===== config.mk =====
export PLATFORM = sky130hd
export DESIGN_NAME = i2s_transmitter
export DESIGN_NICKNAME = d
export VERILOG_FILES = /design/src/rtl/i2s_transmitter.sv
export SDC_FILE = /design/constraint.sdc
export NUM_CORES = 1
export LEC_CHECK = 0
export ABC_AREA = 1
export CAP_MARGIN = 40
export CORE_ASPECT_RATIO = 0.8
export CORE_UTILIZATION = 50
export DETAILED_ROUTE_END_ITERATION = 8
export HOLD_SLACK_MARGIN = 0.02
export PLACE_DENSITY = 0.75
export SLEW_MARGIN = 20
export SYNTH_ARGS = -nofsm -noshare
export SYNTH_HDL_FRONTEND = slang
export SYNTH_SLANG_ARGS = --single-unit

===== constraint.sdc =====
create_clock -name clk -period 2.6 [get_ports clk]
set_input_delay 0.39 -clock clk [delete_from_list [all_inputs] [get_ports clk]]
set_output_delay 0.39 -clock clk [all_outputs]
set_load 0.005 [all_outputs]

===== src/rtl/i2s_transmitter.sv =====
// I2S (Philips) transmitter: sends the mixer's mono offset-binary sample as two's complement
// in both slots of each frame. It generates BCLK/LRCLK from clk and requests a new sample once per frame.
module i2s_transmitter #(
  parameter int AUDIO_BIT_WIDTH = 16,  // keep equal to the mixer output width
  parameter int BCLK_DIV        = 4,
  parameter int SLOT_WIDTH      = 32
) (
  input  logic                       clk,
  input  logic                       rst_n,
  input  logic                       enable,
  input  logic [AUDIO_BIT_WIDTH-1:0] audio_in,
  output logic                       sample_request,
  output logic                       bclk,
  output logic                       lrclk,
  output logic                       sdata
);

  localparam int DIV_W = (BCLK_DIV > 1) ? $clog2(BCLK_DIV) : 1;
  localparam int BIT_W = $clog2(2 * SLOT_WIDTH);
  localparam logic [DIV_W-1:0] DIV_LAST = DIV_W'(BCLK_DIV - 1);
  localparam logic [BIT_W-1:0] BIT_LAST = BIT_W'(2 * SLOT_WIDTH - 1);
  localparam logic [BIT_W-1:0] SLOT_K   = BIT_W'(SLOT_WIDTH);

  generate
    if (SLOT_WIDTH < AUDIO_BIT_WIDTH + 1) begin : g_bad_slot
      $error("i2s_transmitter: SLOT_WIDTH must be at least AUDIO_BIT_WIDTH+1");
    end
    if (BCLK_DIV < 1) begin : g_bad_div
      $error("i2s_transmitter: BCLK_DIV must be at least 1");
    end
  endgenerate

  typedef enum logic {IDLE, RUN} state_t;

  state_t                     state_q, state_d;
  logic [DIV_W-1:0]           div_q, div_d;
  logic [BIT_W-1:0]           bit_q, bit_d;
  logic [AUDIO_BIT_WIDTH-1:0] hold_q, hold_d;
  logic                       bclk_q, bclk_d;
  logic                       lrclk_q, lrclk_d;
  logic                       sdata_q, sdata_d;
  logic                       sreq_q, sreq_d;

  logic [AUDIO_BIT_WIDTH-1:0] audio_tc;
  logic [BIT_W-1:0]           bit_nxt;
  logic [BIT_W-1:0]           slot_k;
  logic                       bit_val;

  // Offset binary to two's complement is just an MSB flip.
  assign audio_tc = audio_in ^ {1'b1, {(AUDIO_BIT_WIDTH-1){1'b0}}};

  always_comb begin
    bit_nxt = (bit_q == BIT_LAST) ? '0 : bit_q + BIT_W'(1);
    slot_k  = (bit_nxt >= SLOT_K) ? bit_nxt - SLOT_K : bit_nxt;
    // Slot position 0 is the I2S one-bit delay; positions 1..W carry the word MSB first.
    bit_val = 1'b0;
    for (int i = 0; i < AUDIO_BIT_WIDTH; i++) begin
      if (slot_k == BIT_W'(AUDIO_BIT_WIDTH - i)) bit_val = hold_q[i];
    end
  end

  always_comb begin
    state_d = state_q;
    div_d   = div_q;
    bit_d   = bit_q;
    hold_d  = hold_q;
    bclk_d  = bclk_q;
    lrclk_d = lrclk_q;
    sdata_d = sdata_q;
    sreq_d  = 1'b0;
    case (state_q)
      IDLE: begin
        bclk_d  = 1'b0;
        lrclk_d = 1'b0;
        sdata_d = 1'b0;
        div_d   = '0;
        bit_d   = '0;
        if (enable) begin
          state_d = RUN;
          hold_d  = audio_tc;
          sreq_d  = 1'b1;
        end
      end
      RUN: begin
        div_d = (div_q == DIV_LAST) ? '0 : div_q + DIV_W'(1);
        if (div_q == DIV_LAST) begin
          bclk_d = ~bclk_q;
          // Data and word select change on the falling BCLK edge.
          if (bclk_q) begin
            bit_d   = bit_nxt;
            lrclk_d = (bit_nxt >= SLOT_K);
            sdata_d = bit_val;
            if (bit_q == BIT_LAST) begin
              lrclk_d = 1'b0;
              sdata_d = 1'b0;
              if (enable) begin
                hold_d = audio_tc;
                sreq_d = 1'b1;
              end else begin
                state_d = IDLE;
              end
            end
          end
        end
      end
      default: state_d = IDLE;
    endcase
  end

  always_ff @(posedge clk or negedge rst_n) begin
    if (!rst_n) begin
      state_q <= IDLE;
      div_q   <= '0;
      bit_q   <= '0;
      hold_q  <= '0;
      bclk_q  <= 1'b0;
      lrclk_q <= 1'b0;
      sdata_q <= 1'b0;
      sreq_q  <= 1'b0;
    end else begin
      state_q <= state_d;
      div_q   <= div_d;
      bit_q   <= bit_d;
      hold_q  <= hold_d;
      bclk_q  <= bclk_d;
      lrclk_q <= lrclk_d;
      sdata_q <= sdata_d;
      sreq_q  <= sreq_d;
    end
  end

  assign sample_request = sreq_q;
  assign bclk           = bclk_q;
  assign lrclk          = lrclk_q;
  assign sdata          = sdata_q;

endmodule


After elaboration in Yosys (flattened, before gate mapping)
Index checks and enable logic that the tools add are counted.
- add/sub/neg operators: 3
- multiply operators: 0
- div/mod/pow operators: 0
- $lt $le $gt $ge: 1
- equal/unequal tests: 21
- shift-type cells: 0
- muxes and demuxes: 47
- bitwise operators: 3
- reductions and logical operators: 2
- operator list (operator ; number):
    16-bit two-way mux ; 4
    6-bit by 4-bit == test with 1-bit output, second input constant ; 8
    16-bit one-hot mux with 2 select lines ; 1
    1-bit two-way mux ; 30
    6-bit by 3-bit == test with 1-bit output, second input constant ; 4
    6-bit two-way mux ; 4
    6-bit by 2-bit == test with 1-bit output, second input constant ; 2
    6-bit one-hot mux with 2 select lines ; 1
    1-bit one-hot mux with 2 select lines ; 5
    6-bit by 1-bit adder with 6-bit output, second input constant ; 1
    6-bit by 1-bit == test with 1-bit output, second input constant ; 1
    6-bit by 5-bit == test with 1-bit output, second input constant ; 1
    6-bit == test, second input constant ; 1
    6-bit greater-or-equal comparator, second input constant ; 1
    2-bit by 1-bit != test with 1-bit output, second input constant ; 3
    6-bit subtractor, second input constant ; 1
    2-bit one-hot mux with 2 select lines ; 1
    1-bit inverter ; 3
    3-bit AND reduction ; 1
    2-bit by 1-bit adder with 2-bit output, second input constant ; 1
    2-bit == test, second input constant ; 1
    2-bit two-way mux ; 1
    2-bit AND reduction ; 1
- register bits after elaboration: 29
- latch bits: 0
- bits in writable memories: 0
- ROM bits: 0
- input port bits: 19
- output and inout bits: 4
- word-level logic and storage cells: 85
- memories kept: 0

Longest topological paths before layout
- word-level depth: 25
- gate-level depth with buffers: 21
- mapped depth without buffers: 21

Worst setup path after synthesis
No wires, ideal clock.
- path kind: register to register
- start: reg bit_q[0]
- end: reg hold_q[11]
- library setup time: 0.125 ns
- arrival: 1.710 ns
- required time: 2.475 ns
- slack: 0.765 ns
- stages on the path, launching flop included: 10
- path buffers: 2
- clock period less this slack: 1.835 ns
- cells stage by stage: dfrtp_1 ha_1 nand2_2 nor2_2 nand3_2 o21ai_1 and2_1 buf_2 buf_4 mux2_2
- cells in the longest elaborated chain, start to end: 3
- RTL lines (what ; RTL line ; source):
    start: declaration ; 37 ; logic [BIT_W-1:0] bit_q, bit_d;
    start signal: assignment ; 123 ; bit_q <= bit_d;
    6-bit == test ; 93 ; if (bit_q == BIT_LAST) begin
    2-bit by 1-bit != test with 1-bit output (no source line) ; n/a ;
    3-bit AND reduction (no source line) ; n/a ;
    end signal: assignment ; 124 ; hold_q <= hold_d;
    end: declaration ; 38 ; logic [AUDIO_BIT_WIDTH-1:0] hold_q, hold_d;
Every way passes these cells.
A chain may end at the register's enable or synchronous reset.

Final worst setup path
- start: reg bit_q[1]
- end: reg hold_q[15]
The elaborated chain is that of the path after synthesis.

==> reports/metrics.yaml <==
fin_skew_ns: 0.00365
numCtsBuffers: 5
min_from: "div_q[0]"
cp.required_ns: 2.79
crit_slowest_cell: "and2_1"
cts.sinks: 29
max_freq_ghz: 0.474
die_x_um: 63.2
synth_cell_types: 23
maxCapViolCount: 0
seq_area_frac_synth: 0.485
cts_tree: "built"
yosys_warnings: 0
pwr_density_cell_nw_per_um2: 452
antenna_cells: 0
use_met2: 0.314
end_kind: "flip-flop"
power_leakage_nw: 0.964
final_antenna_net_count: 0
viasPerCell: 4.94
met3_usage: 0.0580
synth_top_area_cell: "dfrtp_1"
syn_nets: 197
ys.flop_type: "dfrtp_1"
hold_end: "div_q[0]"
start_util: 0.533
syn-cell-area_sq_um: 1500
path_cells: "ha_1 > nand2_2 > nor2_2 > nand3_2 > o21ai_1 > and2_1 > buf_4 > nor2_1 > a21oi_1"
dieArea_sq_um: 3220
cts_resized: 0
drc: 0
ys_top_cells_by_count: "42 x nand2_1, 29 x dfrtp_1, 24 x inv_1"
worst-setup-path-type: "reg2reg"
die_h_um: 51.0
slew_viol_final: 0
area_growth_pct: 23.1
busiest_layer: "met2"
rows: 17
track_usage: 0.204
netlist_instances: 172
setup_violations: 0
fin_crit_sh: 0.811
start_kind: "flip-flop"
place_hpwl_um: 2180
dp.cells: 231
min_period_ns: 2.11
comb_power_share: 0.045
final_cells: 239
drt_iter0_drc: 48
use_met1: 0.264
postCtsHoldBufs: 0
synth-edff-count: 0
clock_power_share: 0.413
worst_pin_slew_ns: 0.515
grt_overflow: 0
grt_max_degree: 30
final_nets: 225
rrSetupSlack_ns: 0.49
synth.most_common_cell: "nand2_1"
rr_worst_depth: 9
drive_above_1_share: 0.144
hold_depth: 1
cts_buffer_depth: 2
grt_pass1_wl_um: 4760
critical_path_arrival_ns: 2.30
avgSynthCellArea_sq_um: 8.71
reg2reg_from: "bit_q[1]"
fillers: 243
wl_per_cell_um: 12.1
post_cts_buffers: 0
synth-seq-cells: 29
outcome: "complete, no violations"
numPortBuffers: 22
cts-root-buf: "clkbuf_8"
async_flop_share: 1.00
power.internal_mw: 0.666
grt_antenna_before_repair: 0
seq_power_share: 0.542
synth_top_area_share: 0.485
gp_congestion: 0.927
crit_buf_inv: 1
slowest_delay_ns: 0.48
rsz0062_at_grt: "false"
dr.pass1.iters: 4
num_vias: 1181
p_sw_frac: 0.201
coreArea_sq_um: 2810
hold_viol: 0
clk_pin_slew_ns: 0.06
wl_um: 2890
cts-htree-levels: 2
switchingPower_mw: 0.167
ir_worst_vdd_uv: 326
clkLatencyLatePin_ns: 0.27
finalSetupTns_ns: 0
crit_fanout: 12
crit_family: "simple AND/OR/NAND/NOR gates"
r2r-end: "hold_q[15]"
io_pins: 23
grt_pass1_vias: 1049
synth_area_leaders: "dfrtp_1 48%, nand2_1 11%, mux2_2 8.3%"
min_path_type: "reg2reg"
max-slew-margin-rel: 0.657
[power groups by stage]
stage / Combinational (mW) / Clock (mW) / Sequential [mW]
after floorplan: 0.000434 / 0 / 0.460
after global placement: 0.0365 / 0 / 0.460
after detailed placement: 0.0374 / 0 / 0.460
after CTS: 0.0378 / 0.355 / 0.451
after global routing: 0.0405 / 0.377 / 0.451
final: 0.0371 / 0.344 / 0.452
[flip-flops by register name (all words and copies together) (netlist names)]
register	count
bclk	1
bit_q	6
lrclk	1
div_q	2
sample_request	1
sdata	1
hold_q	16
state_q	1
[worst max path at each step]
| stage | start | end | cells after the start |
|---|---|---|---|
| floorplan | bit_q[0] | hold_q[11] | 9 |
| global placement | bit_q[0] | hold_q[6] | 7 |
| detailed placement | bit_q[1] | hold_q[15] | 9 |
| CTS | bit_q[1] | hold_q[15] | 9 |
| global route | bit_q[1] | hold_q[15] | 9 |
| finish | bit_q[1] | hold_q[15] | 9 |
[placed cells by master (no fill, tap or decap), types with 2 or more instances in the layout]
cell / n
o21ai_0: 9
nor2_2: 2
clkdlybuf4s50_1: 22
clkbuf_8: 5
clkbuf_1: 3
inv_2: 2
mux2_2: 11
o22ai_1: 3
nor3_1: 3
dfrtp_1: 29
buf_4: 2
ha_1: 6
nand4_1: 2
inv_1: 24
o21ai_1: 2
nand3_1: 5
nand2_2: 4
nand2_1: 42
a21oi_1: 8
nor2_1: 12
[kinds of logic (layout without fill, tap and decap cells)]
kind of cell | count (synthesis) | in the layout | synth area share
adders and majority gates | 6 | 6 | 0.0501
xor gates and xnor gates | 2 | 2 | 0.0167
and+or+nand+nor | 73 | 73 | 0.213
DFF | 29 | 29 | 0.485
muxes | 11 | 11 | 0.0827
AOI/OAI and AO/OA | 22 | 22 | 0.0760
buffers and inverters | 29 | 58 | 0.0769
[through the flow]
stage / hold slack (ns) / util / power [mW] / cell area [sq um] / worst slack [ns]
floorplan: 0.0944 / - / 0.460 / 1500 / 0.765
global placement: 0.426 / 0.628 / 0.496 / 1760 / 0.623
detailed placement: 0.435 / 0.628 / 0.497 / 1760 / 0.533
CTS: 0.443 / 0.656 / 0.845 / 1840 / 0.465
global route: 0.468 / 0.656 / 0.869 / 1840 / 0.297
finish: 0.439 / 0.656 / 0.833 / 1840 / 0.491
[metal layers]
layer / up-vias / wire (um)
met5: - / 0
met4: 0 / 33
met3: 4 / 140
met2: 32 / 1310
met1: 545 / 1400
li1: 600 / -
[cell type report]
class | count | area (sq um) | share of cell area
Multi-Input combinational cell | 114 | 657 | 0.356
Inverter | 26 | 97.6 | 0.0530
Tap cell | 38 | 47.5 | 0.0258
Sequential cell | 29 | 726 | 0.394
Timing Repair Buffer | 24 | 235 | 0.128
Clock buffer | 8 | 80.1 | 0.0434
Power figures use the tool's default switching activity.
